$ cat config.mk
export PLATFORM = sky130hd
export DESIGN_NAME = uart_tx_flat
export DESIGN_NICKNAME = d
export VERILOG_FILES = /design/src/rtl/uart_pkg.sv /design/src/rtl/uart_tx_if.sv /design/src/rtl/uart_tx_fifo.sv /design/src/rtl/uart_tx.sv /design/src/flat_wrapper.sv
export SDC_FILE = /design/constraint.sdc
export NUM_CORES = 1
export LEC_CHECK = 0
export CAP_MARGIN = 5
export CORE_UTILIZATION = 56
export CTS_BUF_LIST = sky130_fd_sc_hd__clkbuf_2 sky130_fd_sc_hd__clkbuf_4 sky130_fd_sc_hd__clkbuf_8
export DETAILED_ROUTE_END_ITERATION = 8
export DONT_BUFFER_PORTS = 1
export PLACE_DENSITY = 0.74
export SYNTH_ARGS = -nofsm -noshare
export SYNTH_HDL_FRONTEND = slang
export SYNTH_SLANG_ARGS = --single-unit
$ cat constraint.sdc
create_clock -name clk -period 5.26 [get_ports clk]
set_clock_uncertainty 0.05 [all_clocks]
set_input_delay 0.263 -clock clk [delete_from_list [all_inputs] [get_ports clk]]
set_output_delay 0.263 -clock clk [all_outputs]
set_load 0.005 [all_outputs]
$ cat src/rtl/uart_pkg.sv
// -----------------------------------------------------------------------------
// uart_pkg
// Shared UART definitions, used by both the transmit and the receive paths.
//   tx_state_t            : transmitter FSM state encoding
//   DATA_BITS             : data bits per frame
//   DEFAULT_CLKS_PER_BIT  : 100 MHz / 115200 baud
// -----------------------------------------------------------------------------
package uart_pkg;

   typedef enum logic [2:0] {
      IDLE,
      START,
      DATA,
      PARITY,
      STOP
   } tx_state_t;

   localparam int DATA_BITS            = 8;
   localparam int DEFAULT_CLKS_PER_BIT = 868;

endpackage : uart_pkg

$ cat src/rtl/uart_tx_if.sv
// -----------------------------------------------------------------------------
// uart_tx_if
// Write-side bus of the UART transmitter (CPU MMIO layer <-> uart_tx).
//   wr_en       : push request, accepted when full==0
//   wr_data     : byte to push
//   full        : FIFO holds FIFO_DEPTH bytes
//   fifo_count  : bytes queued, excluding the byte being shifted
//   overflow    : sticky, write attempted while full
// Modports: master = CPU side, slave = transmitter.
// -----------------------------------------------------------------------------
interface uart_tx_if
   import uart_pkg::*;
#(
   parameter int CNT_W = 5
) ();

   logic                 wr_en;
   logic [DATA_BITS-1:0] wr_data;
   logic                 full;
   logic [CNT_W-1:0]     fifo_count;
   logic                 overflow;

   modport master (
      output wr_en,
      output wr_data,
      input  full,
      input  fifo_count,
      input  overflow
   );

   modport slave (
      input  wr_en,
      input  wr_data,
      output full,
      output fifo_count,
      output overflow
   );

endinterface : uart_tx_if

$ cat src/rtl/uart_tx_fifo.sv
// -----------------------------------------------------------------------------
// uart_tx_fifo
// Synchronous byte FIFO for the transmitter; the head entry is presented
// combinationally on dout.
//   clk, rst : clock, synchronous active-high reset
//   push     : write din (ignored while full)
//   pop      : consume head entry (ignored while empty)
//   din/dout : write data / head entry
//   count    : number of stored entries
//   full     : count == FIFO_DEPTH
//   empty    : count == 0
// -----------------------------------------------------------------------------
module uart_tx_fifo
   import uart_pkg::*;
#(
   parameter int FIFO_DEPTH = 16,
   parameter int CNT_W      = $clog2(FIFO_DEPTH) + 1
) (
   input  logic                 clk,
   input  logic                 rst,
   input  logic                 push,
   input  logic                 pop,
   input  logic [DATA_BITS-1:0] din,
   output logic [DATA_BITS-1:0] dout,
   output logic [CNT_W-1:0]     count,
   output logic                 full,
   output logic                 empty
);

   localparam int AW = $clog2(FIFO_DEPTH);

   logic [DATA_BITS-1:0] mem_q [FIFO_DEPTH];
   logic [AW-1:0]        wr_ptr_q;
   logic [AW-1:0]        rd_ptr_q;
   logic [CNT_W-1:0]     count_q;
   logic                 push_ok;
   logic                 pop_ok;

   assign full    = (count_q == CNT_W'(FIFO_DEPTH));
   assign empty   = (count_q == '0);
   assign count   = count_q;
   assign dout    = mem_q[rd_ptr_q];
   // A write while full is dropped even if a pop frees a slot this cycle.
   assign push_ok = push && !full;
   assign pop_ok  = pop && !empty;

   // NOTE: storage has no reset; pointers and count define validity, and
   // leaving the array unreset lets it map onto plain RAM cells.
   always_ff @(posedge clk) begin
      if (push_ok) begin
         mem_q[wr_ptr_q] <= din;
      end
   end

   // NOTE: all sequential state uses non-blocking assignment so every
   // register samples pre-edge values regardless of statement order.
   always_ff @(posedge clk) begin
      if (rst) begin
         wr_ptr_q <= '0;
         rd_ptr_q <= '0;
         count_q  <= '0;
      end else begin
         // Pointers are log2(FIFO_DEPTH) wide, so they wrap naturally.
         if (push_ok) wr_ptr_q <= wr_ptr_q + AW'(1);
         if (pop_ok)  rd_ptr_q <= rd_ptr_q + AW'(1);
         case ({push_ok, pop_ok})
            2'b10:   count_q <= count_q + CNT_W'(1);
            2'b01:   count_q <= count_q - CNT_W'(1);
            default: count_q <= count_q;
         endcase
      end
   end

endmodule : uart_tx_fifo

$ cat src/rtl/uart_tx.sv
// -----------------------------------------------------------------------------
// uart_tx
// UART transmitter (8N1, LSB first) fed by a small write FIFO.
//   clk       : system clock
//   fpga_rst  : synchronous active-high reset; aborts any frame in flight
//   wr        : uart_tx_if.slave write bus (wr_en, wr_data, full,
//               fifo_count, overflow)
//   busy      : FSM not IDLE
//   tx_done   : one-cycle pulse on the last cycle of each stop bit
//   tx        : registered serial line, idles high
// Optional feature: define UART_TX_PARITY_EN to insert an even-parity bit
// between the data and stop bits (11-bit frame).
// -----------------------------------------------------------------------------
module uart_tx
   import uart_pkg::*;
#(
   parameter int CLKS_PER_BIT = DEFAULT_CLKS_PER_BIT,
   parameter int FIFO_DEPTH   = 16,
   parameter int CNT_W        = $clog2(FIFO_DEPTH) + 1
) (
   input  logic     clk,
   input  logic     fpga_rst,
   uart_tx_if.slave wr,
   output logic     busy,
   output logic     tx_done,
   output logic     tx
);

   localparam int                BCW      = $clog2(CLKS_PER_BIT);
   localparam int                IW       = $clog2(DATA_BITS);
   localparam logic [BCW-1:0]    BIT_LAST = BCW'(CLKS_PER_BIT - 1);
   localparam logic [IW-1:0]     IDX_LAST = IW'(DATA_BITS - 1);

   tx_state_t            state_q,   state_d;
   logic [BCW-1:0]       bit_cnt_q, bit_cnt_d;
   logic [IW-1:0]        bit_idx_q, bit_idx_d;
   logic [DATA_BITS-1:0] shift_q,   shift_d;
   logic                 tx_q,      tx_d;
   logic                 tx_done_q, tx_done_d;
   logic                 overflow_q;
   logic                 pop;
   logic                 fifo_empty;
   logic [DATA_BITS-1:0] fifo_dout;
   logic                 bit_last;

   uart_tx_fifo #(
      .FIFO_DEPTH (FIFO_DEPTH),
      .CNT_W      (CNT_W)
   ) u_fifo (
      .clk   (clk),
      .rst   (fpga_rst),
      .push  (wr.wr_en),
      .pop   (pop),
      .din   (wr.wr_data),
      .dout  (fifo_dout),
      .count (wr.fifo_count),
      .full  (wr.full),
      .empty (fifo_empty)
   );

   assign bit_last = (bit_cnt_q == BIT_LAST);

   // NOTE: every signal assigned here gets a default first, so no path
   // leaves one unassigned and no latch is inferred.
   always_comb begin
      state_d   = state_q;
      bit_cnt_d = bit_cnt_q;
      bit_idx_d = bit_idx_q;
      shift_d   = shift_q;
      tx_d      = tx_q;
      pop       = 1'b0;

      case (state_q)
         IDLE: begin
            tx_d = 1'b1;
            if (!fifo_empty) begin
               pop       = 1'b1;
               shift_d   = fifo_dout;
               tx_d      = 1'b0;
               bit_cnt_d = '0;
               state_d   = START;
            end
         end

         START: begin
            if (bit_last) begin
               bit_cnt_d = '0;
               bit_idx_d = '0;
               tx_d      = shift_q[0];
               state_d   = DATA;
            end else begin
               bit_cnt_d = bit_cnt_q + BCW'(1);
            end
         end

         DATA: begin
            if (bit_last) begin
               bit_cnt_d = '0;
               if (bit_idx_q == IDX_LAST) begin
`ifdef UART_TX_PARITY_EN
                  tx_d    = ^shift_q;
                  state_d = PARITY;
`else
                  tx_d    = 1'b1;
                  state_d = STOP;
`endif
               end else begin
                  // Shift register is indexed, not shifted, so it stays
                  // intact for the parity calculation.
                  bit_idx_d = bit_idx_q + IW'(1);
                  tx_d      = shift_q[bit_idx_q + IW'(1)];
               end
            end else begin
               bit_cnt_d = bit_cnt_q + BCW'(1);
            end
         end

`ifdef UART_TX_PARITY_EN
         PARITY: begin
            if (bit_last) begin
               bit_cnt_d = '0;
               tx_d      = 1'b1;
               state_d   = STOP;
            end else begin
               bit_cnt_d = bit_cnt_q + BCW'(1);
            end
         end
`endif

         STOP: begin
            if (bit_last) begin
               bit_cnt_d = '0;
               if (!fifo_empty) begin
                  // Chain straight into the next start bit: no idle gap.
                  pop     = 1'b1;
                  shift_d = fifo_dout;
                  tx_d    = 1'b0;
                  state_d = START;
               end else begin
                  state_d = IDLE;
               end
            end else begin
               bit_cnt_d = bit_cnt_q + BCW'(1);
            end
         end

         default: state_d = IDLE;
      endcase

      // Registered so the pulse lands exactly on the final stop-bit cycle.
      tx_done_d = (state_d == STOP) && (bit_cnt_d == BIT_LAST);
   end

   always_ff @(posedge clk) begin
      if (fpga_rst) begin
         state_q    <= IDLE;
         bit_cnt_q  <= '0;
         bit_idx_q  <= '0;
         shift_q    <= '0;
         tx_q       <= 1'b1;
         tx_done_q  <= 1'b0;
         overflow_q <= 1'b0;
      end else begin
         state_q   <= state_d;
         bit_cnt_q <= bit_cnt_d;
         bit_idx_q <= bit_idx_d;
         shift_q   <= shift_d;
         tx_q      <= tx_d;
         tx_done_q <= tx_done_d;
         if (wr.wr_en && wr.full) begin
            overflow_q <= 1'b1;
         end
      end
   end

   assign busy        = (state_q != IDLE);
   assign tx_done     = tx_done_q;
   assign tx          = tx_q;
   assign wr.overflow = overflow_q;

endmodule : uart_tx

$ cat src/flat_wrapper.sv
// flat-port wrapper written by rule: the top's interface ports become plain ports
module uart_tx_flat import uart_pkg::*;
#(
   parameter int CLKS_PER_BIT = DEFAULT_CLKS_PER_BIT,
   parameter int FIFO_DEPTH   = 16,
   parameter int CNT_W        = $clog2(FIFO_DEPTH) + 1
)
  (clk, fpga_rst, busy, tx_done, tx, wr_wr_en, wr_wr_data, wr_full, wr_fifo_count, wr_overflow);
  uart_tx_if #(.CNT_W(CNT_W)) wr_i ();
  input  logic clk;
  input  logic fpga_rst;
  output logic busy;
  output logic tx_done;
  output logic tx;
  input wire logic [$bits(wr_i.wr_en)-1:0] wr_wr_en;
  input wire logic [$bits(wr_i.wr_data)-1:0] wr_wr_data;
  output wire logic [$bits(wr_i.full)-1:0] wr_full;
  output wire logic [$bits(wr_i.fifo_count)-1:0] wr_fifo_count;
  output wire logic [$bits(wr_i.overflow)-1:0] wr_overflow;
  assign wr_i.wr_en = wr_wr_en;
  assign wr_i.wr_data = wr_wr_data;
  assign wr_full = wr_i.full;
  assign wr_fifo_count = wr_i.fifo_count;
  assign wr_overflow = wr_i.overflow;
  uart_tx #(.CLKS_PER_BIT(CLKS_PER_BIT), .FIFO_DEPTH(FIFO_DEPTH), .CNT_W(CNT_W)) u_core (.clk(clk), .fpga_rst(fpga_rst), .wr(wr_i), .busy(busy), .tx_done(tx_done), .tx(tx));
endmodule
==> flow_metrics.py, run 1 <==
metrics = {
    "worst_setup_path": {
        "r2r_start": "u_core.bit_cnt_q[0]",
        "crit_type": "register to register",
        "max_stage_delay_ns": 0.45,
        "path_common_cell": "ha_1",
        "cpMaxStageDelayCell": "dfxtp_1",
        "r2r_cells": 12,
        "start_kind": "register",
        "startpoint": "u_core.bit_cnt_q[0]",
        "crit_chain": "ha_1 -> nand4bb_1 -> o31a_2 -> nor3_2 -> buf_4 -> ha_1 -> xor2_1 -> ha_1 -> a41oi_1 -> xor2_1 -> or3_1 -> a21oi_1",
        "cp.required_ns": 5.59,
        "cp_max_fo": 13,
        "crit_arrival_ns": 3.74,
        "cp-end-kind": "register",
    },
    "synth": {
        "synth_nets": 511,
        "syn_area_sq_um": 7350,
        "synth-main-ff-cell": "edfxtp_1",
        "synth_edf_count": 128,
        "synthCells": 490,
        "yosysWarnings": 0,
        "synth_cell_types": 63,
        "ys_seq_area_frac": 0.643,
        "synth.avg_cell_area_sq_um": 15.0,
        "async_flop_share": 0,
        "ys_ff_latch": 172,
    },
    "layout": {
        "layout-drive-gt1-share": 0.192,
        "final_cells": 683,
        "n_antenna_cell": 0,
        "fin_area_sq_um": 8030,
        "fin_util": 0.631,
        "final_nets": 519,
        "area_growth_pct": 9.21,
    },
    "die": {
        "die_w_microns": 117,
        "core_sq_um": 12700,
        "num_io_pins": 21,
        "rows": 41,
        "die_h_microns": 117,
        "start_util": 0.578,
        "die_area_sq_um": 13600,
    },
    "timing": {
        "fin_crit_ns": 3.41,
        "relSlewSlack": 0.472,
        "worst_pin_slew_ns": 0.789,
        "rsz0062_at_grt": "no",
        "hold_viol": 0,
        "layout_setup_ws_ns": 1.85,
        "finalSetupTns_ns": 0,
        "min_period_over_period": 0.648,
        "setup_viol": 0,
        "fmax_ghz": 0.293,
        "maxSlewViolCount": 0,
    },
    "global_routing": {
        "grt_usage": 0.215,
        "grt_max_degree": 44,
        "antenna_found_initial": 0,
        "grt.overflow.total": 0,
        "grt_pass1_vias": 4040,
        "grt_pass1_wl_mm": 21.2,
    },
    "route": {
        "drtIter0Drc": 530,
        "ant_nets": 0,
        "wirelength_mm": 13.1,
        "wl_met1_mm": 5.54,
        "drc": 0,
        "wl_met2_mm": 6.79,
        "vias": 4045,
        "routed.top_layer": "met4",
        "routedWlPerCell_microns": 19.2,
        "wl_met3_microns": 643,
        "dr.pass1.iters": 5,
        "viasPerCell": 5.92,
    },
    "clock_tree": {
        "cts-resized-gates": 0,
        "numClockSinks": 172,
        "cts_setup_buffers": 0,
        "cts_root_buffer": "clkbuf_8",
        "htree_levels": 4,
        "cts_tree": "done",
        "clockBufferDepth": 2,
        "clk_pin_slew_ns": 0.09,
        "cts_made_buffers": 17,
        "clk_latency_ns": 0.44,
    },
    "place": {
        "dpl.hpwl_mm": 8.62,
        "numPortBuffers": 0,
        "place_ws_ns": 1.91,
        "place_inst": 641,
        "place_area_sq_um": 7480,
        "gp_routability_congestion": 0.884,
    },
    "power": {
        "p_int_w": 0.00258,
        "clock_power_share": 0.278,
        "combPwrFrac": 0.274,
        "power_leakage_nw": 2.60,
        "swShare": 0.295,
        "p_per_area_nw_per_um2": 455,
        "ir_drop_mv": 0.285,
        "power_switching_w": 0.00108,
        "seqPwrFrac": 0.448,
    },
    "min_path": {
        "hold_depth": 4,
        "hp-start": "fpga_rst",
        "hold_path.class": "input pin to register",
    },
    "run_status": {
        "outcome": "finished, final reports clean",
    },
    "run": {
        "drv_cap": 0,
    },
}
through the flow:
stage | hold WS [ns] | power, W
6_report | 0.0464 | 0.00365
5_1_grt | 0.0290 | 0.00383
4_1_cts | 0.00246 | 0.00368
3_5_place_dp | 0.287 | 0.00265
3_3_place_gp | 0.287 | 0.00261
2_1_floorplan | 0.312 | 0.00246
routing by layer:
layer / vias up / track usage
li1: 1903 / -
met1: 2014 / 0.266
met2: 115 / 0.375
met3: 13 / 0.0581
met4: 0 / 0.0608
met5: - / 0
final timing paths:
kind / end / slack [ns]
setup / recovery: u_core.u_fifo.count[2] / 1.85
hold reg to reg: u_core.bit_idx_q[1] / 0.41
setup reg to reg: u_core.u_fifo.count[2] / 1.85
hold / removal: u_core.tx / 0.05
synthesized netlist by cell type (all sizes together), types with 3 or more instances:
cell type	number	share of area
a21oi	24	0.016
or3	7	0.0065
nand3	8	0.0054
edfxtp	128	0.52
nor2	57	0.029
dfxtp	44	0.12
nand3b	3	0.0031
inv	8	0.0041
mux4	42	0.13
o31a	3	0.0037
o21ai	14	0.0095
clkbuf	18	0.011
a21o	3	0.0034
buf	11	0.011
nor3b	5	0.0051
nor3	15	0.011
nand2b	4	0.0034
xnor2	3	0.0036
xor2	10	0.012
nand2	21	0.011
mux2i	12	0.016
nor4	3	0.0026
ha	10	0.017
layout make-up:
class / instances / area (sq um)
fillers: 938 / 4690
clock buffers: 18 / 241
well taps: 172 / 215
repair buffers: 18 / 170
multi-input cells: 281 / 2450
flip-flops and latches: 172 / 4730
inverters: 8 / 30.0
clock inverters: 14 / 200
worst max-delay path, delay by kind of cell, from the launching register on:
kind	cells	cell delay [ns]
fa+ha+maj	3	0.89
xor+xnor	2	0.21
compound gates	3	0.76
buf+inv	1	0.25
flops	1	0.45
simple gates	3	0.70
logic make-up (layout without fill, tap and decap cells):
kind of cell	count (synthesis)	after routing	synth area share
adders and majority gates	11	11	0.0184
DFF	172	172	0.643
xor gates and xnor gates	13	13	0.0155
muxes	54	54	0.145
and+or+nand+nor	140	140	0.0956
AOI/OAI and AO/OA	63	63	0.0577
buffers and inverters	37	58	0.0254
sequential cells by signal (all words and copies together) (netlist names), named ones only:
register,flops
u_core.wr.overflow,1
u_core.u_fifo.count,5
u_core.u_fifo.mem_q,128
u_core.u_fifo.wr_ptr_q,4
u_core.bit_cnt_q,10
u_core.shift_q,8
u_core.u_fifo.rd_ptr_q,4
u_core.state_q,3
u_core.tx,1
u_core.bit_idx_q,3
u_core.tx_done,1
layout by cell type, fill, tap and decap left out, types with 9 or more instances in the layout:
| cell | n |
|---|---|
| ha_1 | 10 |
| nand2_1 | 21 |
| dlygate4sd3_1 | 9 |
| nor2_1 | 57 |
| nor3_1 | 13 |
| o21ai_0 | 13 |
| mux2i_1 | 12 |
| clkbuf_8 | 17 |
| xor2_1 | 10 |
| a21oi_1 | 24 |
| mux4_2 | 42 |
| edfxtp_1 | 128 |
| dfxtp_1 | 43 |
power by group through the flow:
stage / logic [W] / registers (W) / clock network (W)
floorplan: 0.000830 / 0.00163 / 0
global placement: 0.000958 / 0.00166 / 0
detailed placement: 0.000982 / 0.00166 / 0
CTS: 0.00101 / 0.00163 / 0.00103
global route: 0.00109 / 0.00165 / 0.00109
finish: 0.00100 / 0.00163 / 0.00102
what timing repair did:
action	in CTS	in global routing
hold buffers	10	0
endpoints found under the hold margin	172	0
endpoints found under the setup margin	0	0
Power figures use the tool's default switching activity.
==> run 2, diff against run 1 <==
--- a/config.mk
+++ b/config.mk
@@ -10,7 +10,7 @@
 export CTS_BUF_LIST = sky130_fd_sc_hd__clkbuf_2 sky130_fd_sc_hd__clkbuf_4 sky130_fd_sc_hd__clkbuf_8
 export DETAILED_ROUTE_END_ITERATION = 8
 export DONT_BUFFER_PORTS = 1
-export PLACE_DENSITY = 0.74
+export PLACE_DENSITY = 0.77
 export SYNTH_ARGS = -nofsm -noshare
 export SYNTH_HDL_FRONTEND = slang
 export SYNTH_SLANG_ARGS = --single-unit
==> constraint.sdc (replaced) <==
create_clock -name clk -period 2.8 [get_ports clk]
set_clock_uncertainty 0.05 [all_clocks]
set_input_delay 0.14 -clock clk [delete_from_list [all_inputs] [get_ports clk]]
set_output_delay 0.14 -clock clk [all_outputs]
set_load 0.005 [all_outputs]
==> run 2 against run 1 <==
Compared with the run above:
- flip-flop and latch count unchanged
- critical endpoint unchanged
- non-clock buffer count is 20 higher
- worst setup slack worse by 1.7 ns
- largest power group unchanged
- wire length up 4.4%
- largest cell class unchanged
- sequential share of layout area is 0.98 points lower
==> flow_metrics.py, run 2 (synthesis results as in run 1) <==
metrics = {
    "power": {
        "ir_drop_mv": 0.450,
        "p_per_area_nw_per_um2": 812,
        "power_leakage_nw": 2.66,
    },
    "layout": {
        "layout-drive-gt1-share": 0.232,
        "mostFrequentLayoutCell": "edfxtp_1",
        "area_growth_pct": 11.2,
        "fin_area_sq_um": 8180,
        "top_register": "u_core.u_fifo.mem_q",
        "reg_top3": "u_core.u_fifo.mem_q x128, u_core.bit_cnt_q x10, u_core.shift_q x8",
        "n_antenna_cell": 0,
        "seq_area_sq_um": 4730,
        "multiInputGateArea_sq_um": 2510,
        "final_cells": 703,
        "final_nets": 539,
        "final_cell_mix": "edfxtp_1 (128), nor2_1 (56), mux4_2 (42), dfxtp_1 (40), buf_4 (25)",
        "fillers": 917,
        "largest_reg_flops": 128,
    },
    "global_routing": {
        "grt_usage": 0.224,
        "grt_max_degree": 45,
        "grt_pass1_vias": 4183,
        "antenna_found_initial": 0,
        "grt_pass1_wl_mm": 21.9,
        "grt.overflow.total": 0,
    },
    "place": {
        "place_area_sq_um": 7670,
        "numPortBuffers": 0,
        "place_inst": 658,
        "dpl.hpwl_mm": 9.18,
        "gp_routability_congestion": 0.839,
    },
    "route": {
        "routedWlPerCell_microns": 19.5,
        "viasPerCell": 6.00,
        "wirelength_mm": 13.7,
        "drtIter0Drc": 429,
        "dr.pass1.iters": 5,
        "ant_nets": 0,
        "drc": 0,
        "vias": 4217,
    },
    "run": {
        "drv_cap": 0,
    },
    "worst_setup_path": {
        "crit_type": "register to register",
        "cp_max_fo": 8,
        "max_stage_delay_ns": 0.42,
        "start_kind": "register",
        "crit_arrival_ns": 3.04,
        "cpMaxStageDelayCell": "or3b_4",
        "cp-end-kind": "register",
        "path_common_cell": "xor2_1",
        "crit_chain": "or3b_4 -> o31a_4 -> nor3_4 -> ha_4 -> xor2_1 -> ha_2 -> a41oi_1 -> xor2_1 -> or3_1 -> a21oi_1",
        "cp.required_ns": 3.14,
    },
    "die": {
        "core_sq_um": 12700,
        "num_io_pins": 21,
        "start_util": 0.578,
        "die_h_microns": 117,
        "die_w_microns": 117,
        "rows": 41,
        "die_area_sq_um": 13600,
    },
    "clock_tree": {
        "clk_pin_slew_ns": 0.09,
        "cts_root_buffer": "clkbuf_8",
        "cts_made_buffers": 17,
        "cts_tree": "done",
        "clockBufferDepth": 2,
        "htree_levels": 4,
        "numClockSinks": 172,
        "clk_latency_ns": 0.46,
    },
    "timing": {
        "setup_viol": 0,
        "maxSlewViolCount": 0,
        "worst_pin_slew_ns": 0.607,
        "min_period_over_period": 0.962,
        "rsz0062_at_grt": "no",
        "fin_crit_ns": 2.69,
        "hold_viol": 0,
        "holdWs_ns": 0.117,
        "fmax_ghz": 0.371,
        "relSlewSlack": 0.593,
    },
    "min_path": {
        "hold_path.class": "input pin to register",
    },
    "run_status": {
        "outcome": "finished, final reports clean",
    },
}
==> run 2: changes by cell type in the layout (fill, tap and decap cells not counted), sizes merged <==
| cell | previous run | this run |
|---|---|---|
| dlygate4sd3 | 9 | 11 |
| inv | 16 | 13 |
| buf | 9 | 27 |
| clkbuf | 18 | 17 |
| bufinv | 4 | 0 |
| clkinvlp | 0 | 2 |
| clkinv | 2 | 8 |
==> run 2: worst paths after layout <==
path | from | end | slack (ns) | cells after the start
setup / recovery | u_core.bit_cnt_q[3] | u_core.u_fifo.count[2] | 0.11 | 10
hold / removal | wr_wr_en | u_core.u_fifo.count[3] | 0.12 | 5
setup reg to reg | u_core.bit_cnt_q[3] | u_core.u_fifo.count[2] | 0.11 | 10
hold reg to reg | u_core.bit_idx_q[2] | u_core.bit_idx_q[2] | 0.43 | 2
==> run 2: metrics by stage <==
| stage | TNS (ns) | setup slack [ns] | utilization | total power [W] |
|---|---|---|---|---|
| finish | 0 | 0.108 | 0.643 | 0.00664 |
| floorplan | -0.0584 | -0.0584 | - | 0.00470 |
| global placement | 0 | 0.136 | 0.603 | 0.00504 |
| global route | 0 | 0.0137 | 0.643 | 0.00698 |
| detailed placement | 0 | 0.0348 | 0.603 | 0.00511 |
| CTS | 0 | 0.00638 | 0.641 | 0.00668 |
==> run 2: power breakdown <==
group / internal (W) / leakage [nW] / total, W / switching [W]
Combinational: 0.00104 / 0.975 / 0.00203 / 0.000992
Clock: 0.000625 / 0.173 / 0.00153 / 0.000908
Sequential: 0.00291 / 1.52 / 0.00308 / 0.000167
Total: 0.00458 / 2.66 / 0.00664 / 0.00207
==> run 2: layer usage <==
metal / vias up / GRT usage / share of wire
li1: 1946 / - / -
met1: 2124 / 0.275 / 0.40
met2: 123 / 0.381 / 0.53
met3: 24 / 0.0581 / 0.051
met4: 0 / 0.0878 / 0.018
met5: - / 0 / 0
==> run 2: critical path: cells and delay by family, from the launching register on <==
kind / cells / cell delay (ns)
AOI/OAI and AO/OA: 3 / 0.52
xor gates and xnor gates: 2 / 0.35
adders and majority gates: 2 / 0.41
DFF: 1 / 0.38
and+or+nand+nor: 3 / 0.93
==> run 2: what timing repair did <==
item / 4_1_cts / 5_1_grt
endpoints found under the setup margin: 0 / 2
endpoints found under the hold margin: 172 / 0
buffers inserted: 0 / 1
gates resized for setup: 0 / 3
hold buffers: 12 / 0
==> run 2: layout make-up <==
class                           count  share of cell area
Sequential cell                   172               0.579
Multi-Input combinational cell    281               0.307
Timing Repair Buffer               38              0.0413
Clock buffer                       17              0.0286
Tap cell                          172              0.0263
Clock inverter                     15              0.0141
Inverter                            8             0.00367
